**src/rtl/visor_debug_pkg.sv**
```systemverilog
// Shared definitions for the supervisor debug link (target responder and
// visor-side register decode).
package visor_debug_pkg;

    // Bit positions inside the tg_force control word
    localparam int HOLD_STATE     = 0;
    localparam int FORCE_LOAD_EXR = 1;
    localparam int FORCE_EXEC     = 2;

    // Breakpoint address value that turns a comparator off
    localparam logic [15:0] BP_DISABLE = 16'hffff;

    typedef enum logic {
        ST_RUN    = 1'b0,
        ST_HALTED = 1'b1
    } dbg_state_e;

endpackage

```
**src/rtl/target_debug_responder_if.sv**
```systemverilog
// Target-side bus between the MCU core and the debug responder: instruction
// fetch reporting, debug_peek_reg writes, and the hold/force controls back.
interface target_debug_responder_if #(
    parameter int W = 16
);
    logic         tg_fetch_valid;
    logic [W-1:0] tg_fetch_addr;
    logic [W-1:0] tg_code_data;
    logic         peek_wr;
    logic [W-1:0] peek_wdata;
    logic         tg_hold;
    logic         tg_exr_load;
    logic [W-1:0] tg_exr_data;
    logic         tg_exec_force;

    // Target core side
    modport master (
        output tg_fetch_valid, tg_fetch_addr, tg_code_data, peek_wr, peek_wdata,
        input  tg_hold, tg_exr_load, tg_exr_data, tg_exec_force
    );

    // Debug responder side
    modport slave (
        input  tg_fetch_valid, tg_fetch_addr, tg_code_data, peek_wr, peek_wdata,
        output tg_hold, tg_exr_load, tg_exr_data, tg_exec_force
    );
endinterface

```
**src/rtl/target_debug_responder_bp_comparator.sv**
```systemverilog
// One breakpoint slot: address register, pass-once skip flag, sticky hit
// flag and the fetch-address match.
module bp_comparator #(
    parameter int           W          = 16,
    parameter logic [W-1:0] BP_DISABLE = 16'hffff
) (
    input  logic         clk,
    input  logic         rst_n,
    input  logic         tg_reset,
    input  logic         wr,
    input  logic [W-1:0] wdata,
    input  logic         halted,
    input  logic         eval,
    input  logic [W-1:0] fetch_addr,
    output logic [W-1:0] addr,
    output logic         status,
    output logic         match
);
    logic [W-1:0] addr_q, addr_d;
    logic         skip_q, skip_d;
    logic         status_q, status_d;

    // Hit on an evaluated fetch; a write to this slot in the same cycle wins
    always_comb begin
        match = eval && !wr && !skip_q &&
                (addr_q == fetch_addr) && (addr_q != BP_DISABLE);
    end

    // Next-state for address, skip and status; target reset beats everything
    always_comb begin
        addr_d   = addr_q;
        skip_d   = skip_q;
        status_d = status_q;
        if (tg_reset) begin
            skip_d   = 1'b0;
            status_d = 1'b0;
        end else begin
            if (wr) begin
                addr_d = wdata;
            end
            if (wr && halted) begin
                // Release: clear the hit and let the next fetch pass once
                skip_d   = 1'b1;
                status_d = 1'b0;
            end else begin
                if (eval) begin
                    skip_d = 1'b0;
                end
                if (match) begin
                    status_d = 1'b1;
                end
            end
        end
    end

    // Slot registers
    always_ff @(posedge clk or negedge rst_n) begin
        if (!rst_n) begin
            addr_q   <= BP_DISABLE;
            skip_q   <= 1'b0;
            status_q <= 1'b0;
        end else begin
            addr_q   <= addr_d;
            skip_q   <= skip_d;
            status_q <= status_d;
        end
    end

    assign addr   = addr_q;
    assign status = status_q;

endmodule

```
**src/rtl/target_debug_responder.sv**
```systemverilog
// Target-side debug responder: breakpoint compare on instruction fetches,
// halt FSM, forced exr load/execute pulses, exr shadow and peek capture.
module target_debug_responder #(
    parameter int           NUM_BP     = 4,
    parameter int           W          = 16,
    parameter logic [W-1:0] BP_DISABLE = 16'hffff
) (
    input  logic                  clk,
    input  logic                  rst_n,
    input  logic                  tg_reset,
    input  logic [NUM_BP-1:0]     bp_wr,
    input  logic [W-1:0]          bp_wdata,
    output logic [NUM_BP*W-1:0]   bp_addr,
    output logic [NUM_BP-1:0]     bp_status,
    input  logic [2:0]            tg_force,
    input  logic [W-1:0]          force_opcode,
    output logic [W-1:0]          exr_shadow,
    output logic [W-1:0]          peek_data,
    target_debug_responder_if.slave tg
);
    import visor_debug_pkg::*;

    dbg_state_e   state_q, state_d;
    logic [NUM_BP-1:0] match_vec;
    logic         halted;
    logic         hold;
    logic         eval;

    logic [1:0]   force_prev_q, force_prev_d;
    logic         exr_load_q, exr_load_d;
    logic         exec_force_q, exec_force_d;
    logic [W-1:0] exr_data_q, exr_data_d;
    logic [W-1:0] shadow_q, shadow_d;
    logic [W-1:0] peek_q, peek_d;

    assign halted = (state_q == ST_HALTED);
    // Fetches seen while the target is held are protocol violations: no compare
    assign eval   = tg.tg_fetch_valid && !hold;

    genvar gi;
    generate
        for (gi = 0; gi < NUM_BP; gi++) begin : g_bp
            bp_comparator #(
                .W          (W),
                .BP_DISABLE (BP_DISABLE)
            ) u_bp (
                .clk        (clk),
                .rst_n      (rst_n),
                .tg_reset   (tg_reset),
                .wr         (bp_wr[gi]),
                .wdata      (bp_wdata),
                .halted     (halted),
                .eval       (eval),
                .fetch_addr (tg.tg_fetch_addr),
                .addr       (bp_addr[gi*W +: W]),
                .status     (bp_status[gi]),
                .match      (match_vec[gi])
            );
        end
    endgenerate

    // FSM state register
    always_ff @(posedge clk or negedge rst_n) begin
        if (!rst_n) begin
            state_q <= ST_RUN;
        end else begin
            state_q <= state_d;
        end
    end

    // FSM next state: halt on any hit, resume on any breakpoint write
    always_comb begin
        state_d = state_q;
        if (tg_reset) begin
            state_d = ST_RUN;
        end else begin
            case (state_q)
                ST_RUN:    if (|match_vec) state_d = ST_HALTED;
                ST_HALTED: if (|bp_wr)     state_d = ST_RUN;
                default:   state_d = ST_RUN;
            endcase
        end
    end

    // FSM outputs: hold while halted or while the visor forces it
    always_comb begin
        hold = halted || tg_force[HOLD_STATE];
    end

    // Force edge detection, shadow and peek capture
    always_comb begin
        force_prev_d = {tg_force[FORCE_EXEC], tg_force[FORCE_LOAD_EXR]};
        exr_load_d   = 1'b0;
        exec_force_d = 1'b0;
        exr_data_d   = exr_data_q;
        shadow_d     = shadow_q;
        peek_d       = peek_q;
        if (tg_reset) begin
            exr_data_d = '0;
            shadow_d   = '0;
            peek_d     = '0;
        end else begin
            // Edges are only acted on while held and never queued for later
            exr_load_d   = hold && tg_force[FORCE_LOAD_EXR] && !force_prev_q[0];
            exec_force_d = hold && tg_force[FORCE_EXEC]     && !force_prev_q[1];
            if (exr_load_d) begin
                exr_data_d = force_opcode;
            end
            if (tg.tg_fetch_valid) begin
                shadow_d = tg.tg_code_data;
            end
            if (tg.peek_wr) begin
                peek_d = tg.peek_wdata;
            end
        end
    end

    // Datapath registers
    always_ff @(posedge clk or negedge rst_n) begin
        if (!rst_n) begin
            force_prev_q <= '0;
            exr_load_q   <= 1'b0;
            exec_force_q <= 1'b0;
            exr_data_q   <= '0;
            shadow_q     <= '0;
            peek_q       <= '0;
        end else begin
            force_prev_q <= force_prev_d;
            exr_load_q   <= exr_load_d;
            exec_force_q <= exec_force_d;
            exr_data_q   <= exr_data_d;
            shadow_q     <= shadow_d;
            peek_q       <= peek_d;
        end
    end

    assign tg.tg_hold       = hold;
    assign tg.tg_exr_load   = exr_load_q;
    assign tg.tg_exr_data   = exr_data_q;
    assign tg.tg_exec_force = exec_force_q;
    assign exr_shadow       = shadow_q;
    assign peek_data        = peek_q;

endmodule

```
**src/flat_wrapper.sv**
```systemverilog
// flat-port wrapper written by rule: the top's interface ports become plain ports
module target_debug_responder_flat import visor_debug_pkg::*;
#(
    parameter int           NUM_BP     = 4,
    parameter int           W          = 16,
    parameter logic [W-1:0] BP_DISABLE = 16'hffff
)
  (clk, rst_n, tg_reset, bp_wr, bp_wdata, bp_addr, bp_status, tg_force, force_opcode, exr_shadow, peek_data, tg_tg_fetch_valid, tg_tg_fetch_addr, tg_tg_code_data, tg_peek_wr, tg_peek_wdata, tg_tg_hold, tg_tg_exr_load, tg_tg_exr_data, tg_tg_exec_force);
  target_debug_responder_if #(.W(W)) tg_i ();
  input  logic clk;
  input  logic rst_n;
  input  logic tg_reset;
  input  logic [NUM_BP-1:0] bp_wr;
  input  logic [W-1:0] bp_wdata;
  output logic [NUM_BP*W-1:0] bp_addr;
  output logic [NUM_BP-1:0] bp_status;
  input  logic [2:0] tg_force;
  input  logic [W-1:0] force_opcode;
  output logic [W-1:0] exr_shadow;
  output logic [W-1:0] peek_data;
  input wire logic [$bits(tg_i.tg_fetch_valid)-1:0] tg_tg_fetch_valid;
  input wire logic [$bits(tg_i.tg_fetch_addr)-1:0] tg_tg_fetch_addr;
  input wire logic [$bits(tg_i.tg_code_data)-1:0] tg_tg_code_data;
  input wire logic [$bits(tg_i.peek_wr)-1:0] tg_peek_wr;
  input wire logic [$bits(tg_i.peek_wdata)-1:0] tg_peek_wdata;
  output wire logic [$bits(tg_i.tg_hold)-1:0] tg_tg_hold;
  output wire logic [$bits(tg_i.tg_exr_load)-1:0] tg_tg_exr_load;
  output wire logic [$bits(tg_i.tg_exr_data)-1:0] tg_tg_exr_data;
  output wire logic [$bits(tg_i.tg_exec_force)-1:0] tg_tg_exec_force;
  assign tg_i.tg_fetch_valid = tg_tg_fetch_valid;
  assign tg_i.tg_fetch_addr = tg_tg_fetch_addr;
  assign tg_i.tg_code_data = tg_tg_code_data;
  assign tg_i.peek_wr = tg_peek_wr;
  assign tg_i.peek_wdata = tg_peek_wdata;
  assign tg_tg_hold = tg_i.tg_hold;
  assign tg_tg_exr_load = tg_i.tg_exr_load;
  assign tg_tg_exr_data = tg_i.tg_exr_data;
  assign tg_tg_exec_force = tg_i.tg_exec_force;
  target_debug_responder #(.NUM_BP(NUM_BP), .W(W), .BP_DISABLE(BP_DISABLE)) u_core (.clk(clk), .rst_n(rst_n), .tg_reset(tg_reset), .bp_wr(bp_wr), .bp_wdata(bp_wdata), .bp_addr(bp_addr), .bp_status(bp_status), .tg_force(tg_force), .force_opcode(force_opcode), .exr_shadow(exr_shadow), .peek_data(peek_data), .tg(tg_i));
endmodule
```
**config.mk**
```make
export PLATFORM = sky130hd
export DESIGN_NAME = target_debug_responder_flat
export DESIGN_NICKNAME = d
export VERILOG_FILES = /design/src/rtl/visor_debug_pkg.sv /design/src/rtl/target_debug_responder_if.sv /design/src/rtl/target_debug_responder_bp_comparator.sv /design/src/rtl/target_debug_responder.sv /design/src/flat_wrapper.sv
export SDC_FILE = /design/constraint.sdc
export NUM_CORES = 1
export LEC_CHECK = 0
export ABC_AREA = 1
export CORE_MARGIN = 4
export CORE_UTILIZATION = 46
export DETAILED_ROUTE_END_ITERATION = 8
export HOLD_SLACK_MARGIN = 0.15
export PLACE_DENSITY_LB_ADDON = 0.2
export SYNTH_ARGS = -nofsm -noshare
export SYNTH_HDL_FRONTEND = slang
export SYNTH_SLANG_ARGS = --single-unit
```
**constraint.sdc**
```tcl
create_clock -name clk -period 1.54 [get_ports clk]
set_clock_uncertainty 0.15 [all_clocks]
set_input_delay 0.385 -clock clk [delete_from_list [all_inputs] [get_ports clk]]
set_output_delay 0.385 -clock clk [all_outputs]
set_load 0.005 [all_outputs]
```
After elaboration in Yosys (flattened, before gate mapping)
Index checks and enable logic that the tools add are counted.

word-level totals
  flip-flop bits (word level) = 125
  input port bits = 92
  logic and storage cells = 116

operators by class
  equality and inequality tests = 8
  mux-type cells = 33
  bitwise logic cells = 2
  reduce and logical (&&, ||, !) cells = 54

operators by type and width
  kind                                           count
  2-to-1 mux 16 bit                              6
  equality test 16 bit                           4
  inequality test 16 bit, second input constant  4
  2-to-1 mux 1 bit                               26
  logical AND 1 bit                              25
  nonzero test 3 bit                             8
  logical NOT 1 bit                              11
  AND reduction 2 bit                            4
  OR reduction 4 bit                             2
  nonzero test 2 bit                             3
  inverter 1 bit                                 2
  case mux 1 bit (2 select lines)                1
  logical OR 1 bit                               1

Longest topological paths before layout
Gate-level depths: netlist (run 1).

  word-level depth = 11
  depth in mapped cells = 10

By module
From an unflattened synthesis (run 1), not the netlist that was laid out.

second synthesis, totals
  cells, all modules = 895
  area total of the unflattened synthesis = 6598.8 um^2

by module, submodules not included
  module                  instances  cells each  area each (um^2)  sequential area each (um^2)
  bp_comparator           4          164         1091.0            470.5
  target_debug_responder  1          239         2234.6            1326.3

Worst setup path after synthesis (run 1)
Ideal clock, no wire load.

  kind = in2reg
  start = input port tg_peek_wr
  end = register u_core.peek_q[10] (netlist: u_core.peek_data[10])
  library setup time = 121 ps
  data arrival time = 1190 ps
  path slack = 78 ps
  stages on the path = 5
  path buffers = 3
  path through = clkbuf_1 -> or2_1 -> clkbuf_1 -> buf_2 -> o21ai_1

between the ends
  longest elaborated chain between the ends = 1

ends and longest elaborated chain
  what                          RTL line                       RTL
  start: declaration            flat_wrapper.sv:24             input wire logic [$bits(tg_i.peek_wr)-1:0] tg_peek_wr;
  nonzero test 2 bit (no line)  --
  end signal: assignment        target_debug_responder.sv:133  peek_q <= peek_d;
  end: declaration              target_debug_responder.sv:34   logic [W-1:0] peek_q, peek_d;

Every way passes these cells.
A chain may end at the register's enable or synchronous reset.

Final worst setup path (run 1)
  start = register u_core.g_bp[1].u_bp.addr_q[10]
  end = register u_core.state_q (netlist: u_core.halted)

between the ends
  longest elaborated chain between the ends = 7
  elaborated cells between the ends (all ways) = 8
  those cells by class = eq/ne: 2; mux: 3; reduce/logical: 3

ends and longest elaborated chain
  what                               RTL line                                    RTL
  start: declaration                 target_debug_responder_bp_comparator.sv:19  logic [W-1:0] addr_q, addr_d;
  start signal: assignment           target_debug_responder_bp_comparator.sv:63  addr_q <= addr_d;
  equality test 16 bit               target_debug_responder_bp_comparator.sv:26  (addr_q == fetch_addr) && (addr_q != BP_DISABLE);
  logical AND 1 bit                  target_debug_responder_bp_comparator.sv:25  match = eval && !wr && !skip_q &&
  logical AND 1 bit *                target_debug_responder_bp_comparator.sv:26
  OR reduction 4 bit *               target_debug_responder.sv:78                ST_RUN: if (|match_vec) state_d = ST_HALTED;
  2-to-1 mux 1 bit *                 target_debug_responder.sv:78
  case mux 1 bit (2 select lines) *  target_debug_responder.sv:77                case (state_q)
  2-to-1 mux 1 bit *                 target_debug_responder.sv:74                if (tg_reset) begin
  net u_core.state_d                 target_debug_responder.sv:23                dbg_state_e state_q, state_d;
  end signal: assignment             target_debug_responder.sv:67                state_q <= state_d;
  end: declaration                   target_debug_responder.sv:23

Mark *: on every way through the listed nets, which the timed path passes. The rest lies on a longest branch.

==> results of run 1 <==
## Yosys cell counts
master    instances
a21oi_1           9
clkbuf_1          8
nor2_1           67
xnor2_1           2
or2_0             1
o21ai_1         107
nand3_1          55
nor2_4            2
inv_4             1
buf_2            18
nand4_1           1
nand2_4           1
clkinv_2          1
dfstp_2          64
nor3_1            2
buf_4             5
o211ai_1          3
or2_1             2
xor2_1            4
buf_1             1
nand2_2          10
o21ai_0          10
nor2_8            1
buf_8             1
nand2_1         282
inv_2            17
inv_1            93
dfrtp_1          61
## layout make-up
class                           count  share of cell area
Clock buffer                       22              0.0482
Clock inverter                     10             0.00930
Sequential cell                   125               0.306
Timing Repair Buffer              375               0.322
Tap cell                          176              0.0210
Multi-Input combinational cell    559               0.252
Inverter                          112              0.0412
## worst paths after layout
check	from	endpoint	slack, ns	depth (start not counted)
max	u_core.g_bp[1].u_bp.addr[10]	u_core.halted	-0.23	10
min	u_core.force_prev_q[1]	u_core.tg.tg_exec_force	0.27	1
max reg2reg	u_core.g_bp[1].u_bp.addr[10]	u_core.halted	-0.23	10
min reg2reg	u_core.force_prev_q[1]	u_core.tg.tg_exec_force	0.27	1
max in group asynchronous	rst_n	u_core.g_bp[2].u_bp.addr[4]	0.51	3
min in group asynchronous	rst_n	u_core.g_bp[1].u_bp.addr[8]	0.35	2
## through the flow
stage,utilization,setup TNS (ns)
4_1_cts,0.738,-4.74
3_5_place_dp,0.679,-34.36
5_1_grt,0.789,-9.05
3_3_place_gp,0.679,-34.48
6_report,0.789,-6.09
2_1_floorplan,-,0
## sequential cells by signal, indices dropped and copies added, names as in the netlist
register                 count
u_core.peek_data            16
u_core.tg.tg_exr_load        1
u_core.g_bp.u_bp.skip_q      4
u_core.exr_shadow           16
u_core.tg.tg_exr_data       16
u_core.halted                1
u_core.force_prev_q          2
u_core.tg.tg_exec_force      1
u_core.g_bp.u_bp.addr       64
u_core.g_bp.u_bp.status      4
## placed cells by master, fill, tap and decap left out, types with 53 or more instances in the layout
cell / netlist / routed
dfstp_2: 64 / 64
nand2_1: 282 / 257
o21ai_1: 107 / 107
nand3_1: 55 / 53
buf_2: 18 / 59
buf_6: 0 / 90
clkdlybuf4s50_1: 0 / 87
buf_4: 5 / 112
dfrtp_1: 61 / 61
inv_1: 93 / 87
## layer usage
metal / share of wire / GRT usage / up-vias / routed length (um)
met4: 0.028 / 0.0974 / 0 / 658
met5: 0 / 0 / - / 0
met1: 0.39 / 0.373 / 3369 / 9310
li1: - / - / 3296 / -
met2: 0.49 / 0.466 / 372 / 11600
met3: 0.095 / 0.0785 / 51 / 2260
## report_power, final
| group | internal (mW) | switching, mW |
|---|---|---|
| logic | 1.56 | 1.37 |
| registers | 3.73 | 0.221 |
| clock network | 2.51 | 1.56 |
| total | 7.79 | 3.16 |
## cell families (layout without fill, tap and decap cells)
family                    after synthesis  count (layout)  share of synthesized area
AOI/OAI and AO/OA                     129             129                      0.104
xor gates and xnor gates                6               6                    0.00841
buffers and inverters                 145             519                     0.0961
DFF                                   125             125                      0.513
and+or+nand+nor                       424             424                      0.278
## what timing repair did
| action | 4_1_cts | 5_1_grt |
|---|---|---|
| buffers inserted | 71 | 30 |
| resized for setup | 494 | 144 |
| setup endpoints to repair | 135 | 96 |
| endpoints found under the hold margin | 107 | 0 |
| pin swaps | 15 | 51 |
| gates cloned | 0 | 1 |
| hold buffers | 1 | 0 |
## critical path: stages (launching register included)
cell and delay [ns]:
dfstp_2 0.55, buf_4 0.14, nand2_2 0.06, nor2_2 0.16, nand2_1 0.11, nor2_1 0.11, nor2_1 0.04, nand3_1 0.07
nand3_1 0.08, nor2_1 0.12, nor2_1 0.05
==> run_results.csv, run 1 <==
group,metric,value,unit
outcome,outcome,"finished with violations",
outcome,violations,"setup timing",
logic_synthesis,synth-seq-area-share,0.513,
place,place_ws,-0.501,ns
die,die_area,15500,sq um
die,die_w,125,um
global_routing,antenna_found_initial,0,
job,maxCapViolCount,0,
critical_path,endpoint_kind,"flip-flop",
cts,clockBufferDepth,2,
sta,rsz0062_at_grt,"true",
logic_synthesis,synth_nets,921,
critical_path,cp.required,1.70,ns
cells_and_area,antennaDiodeCount,0,
cells_and_area,final_area,10500,sq um
power,power.total,10.9,mW
cts,clkSinkCount,125,
cells_and_area,multi_input_area,2650,sq um
cts,clkLatencyLatePin,0.42,ns
logic_synthesis,yosysUniqueCellTypes,28,
logic_synthesis,yosys-top-cells-area,"dfstp_2 (27%), dfrtp_1 (24%), nand2_1 (17%)",
routing,wl,23800,um
routing,wire_per_inst,17.3,um
power,irDropWorstVdd,0.00118,V
logic_synthesis,netlist.top_cell.by_area,"dfstp_2",
routing,drtIter0Drc,610,
cells_and_area,seq_area,3210,sq um
sta,fin_crit,1.77,ns
die,core,13300,sq um
global_routing,grt_pass1_wl,35900,um
min_path,min_path_type,"flip-flop to flip-flop",
sta,hold_viol_final,0,
logic_synthesis,synth_area,6250,sq um
logic_synthesis,yosys_warnings,0,
power,p_per_area,1040,nW/um^2
global_routing,grt.total_usage,0.287,
global_routing,grt_max_degree,67,
routing,vias,7088,
critical_path,critPathKind,"flip-flop to flip-flop",
logic_synthesis,syn_avg_cell_area,7.54,sq um
cells_and_area,nNetsFinal,1282,
cells_and_area,drive_gt1_frac,0.395,
global_routing,grt_overflow,0,
cells_and_area,area_growth_syn_to_layout,67.9,%
die,io_pins,211,
cts,root_buffer,"clkbuf_16",
routing,viasPerCell,5.14,
routing,first_pass_iters,6,
place,place_inst,1246,
cts,cts-htree-levels,4,
die,initial_core_util,0.470,
sta,worstMarginPinSlew,0.369,ns
global_routing,grt_pass1_vias,6895,
routing,route.detailed.drc,0,
sta,slew_violations,0,
sta,finalSetupViolCount,77,
sta,whs,0.271,ns
cts,cts_buffers,17,
critical_path,path_max_fanout,4,
sta,worst_slack,-0.232,ns
cells_and_area,fillers,919,
cts,clk_pin_slew,0.06,ns
place,numPortBuffers,210,
cells_and_area,final_cells,1379,
logic_synthesis,synthDominantCellAreaShare,0.269,
place,place_area,9020,sq um
critical_path,worstPathArrival,1.93,ns
cts,cts_tree,"built",
critical_path,start_kind,"flip-flop",
die,die_h,125,um
logic_synthesis,netlist_instances,829,
sta,fmax,564,MHz
routing,antenna_left,0,
die,rows,42,
place,gp_congestion,0.989,
sta,post-route-period-util,1.15,
logic_synthesis,ys_ff_latch,125,
power,p_leak,5.28,nW
place,dp_hpwl,15400,um
sta,relSlewSlack,0.754,
(Power assumes the default switching activity.)
==> inputs of run 2 (changes only) <==
Settings changed: CTS_CLUSTER_SIZE set to 20.
==> results of run 2 <==
Same layout as run 1: the final DEF is identical, and so are final timing and power.
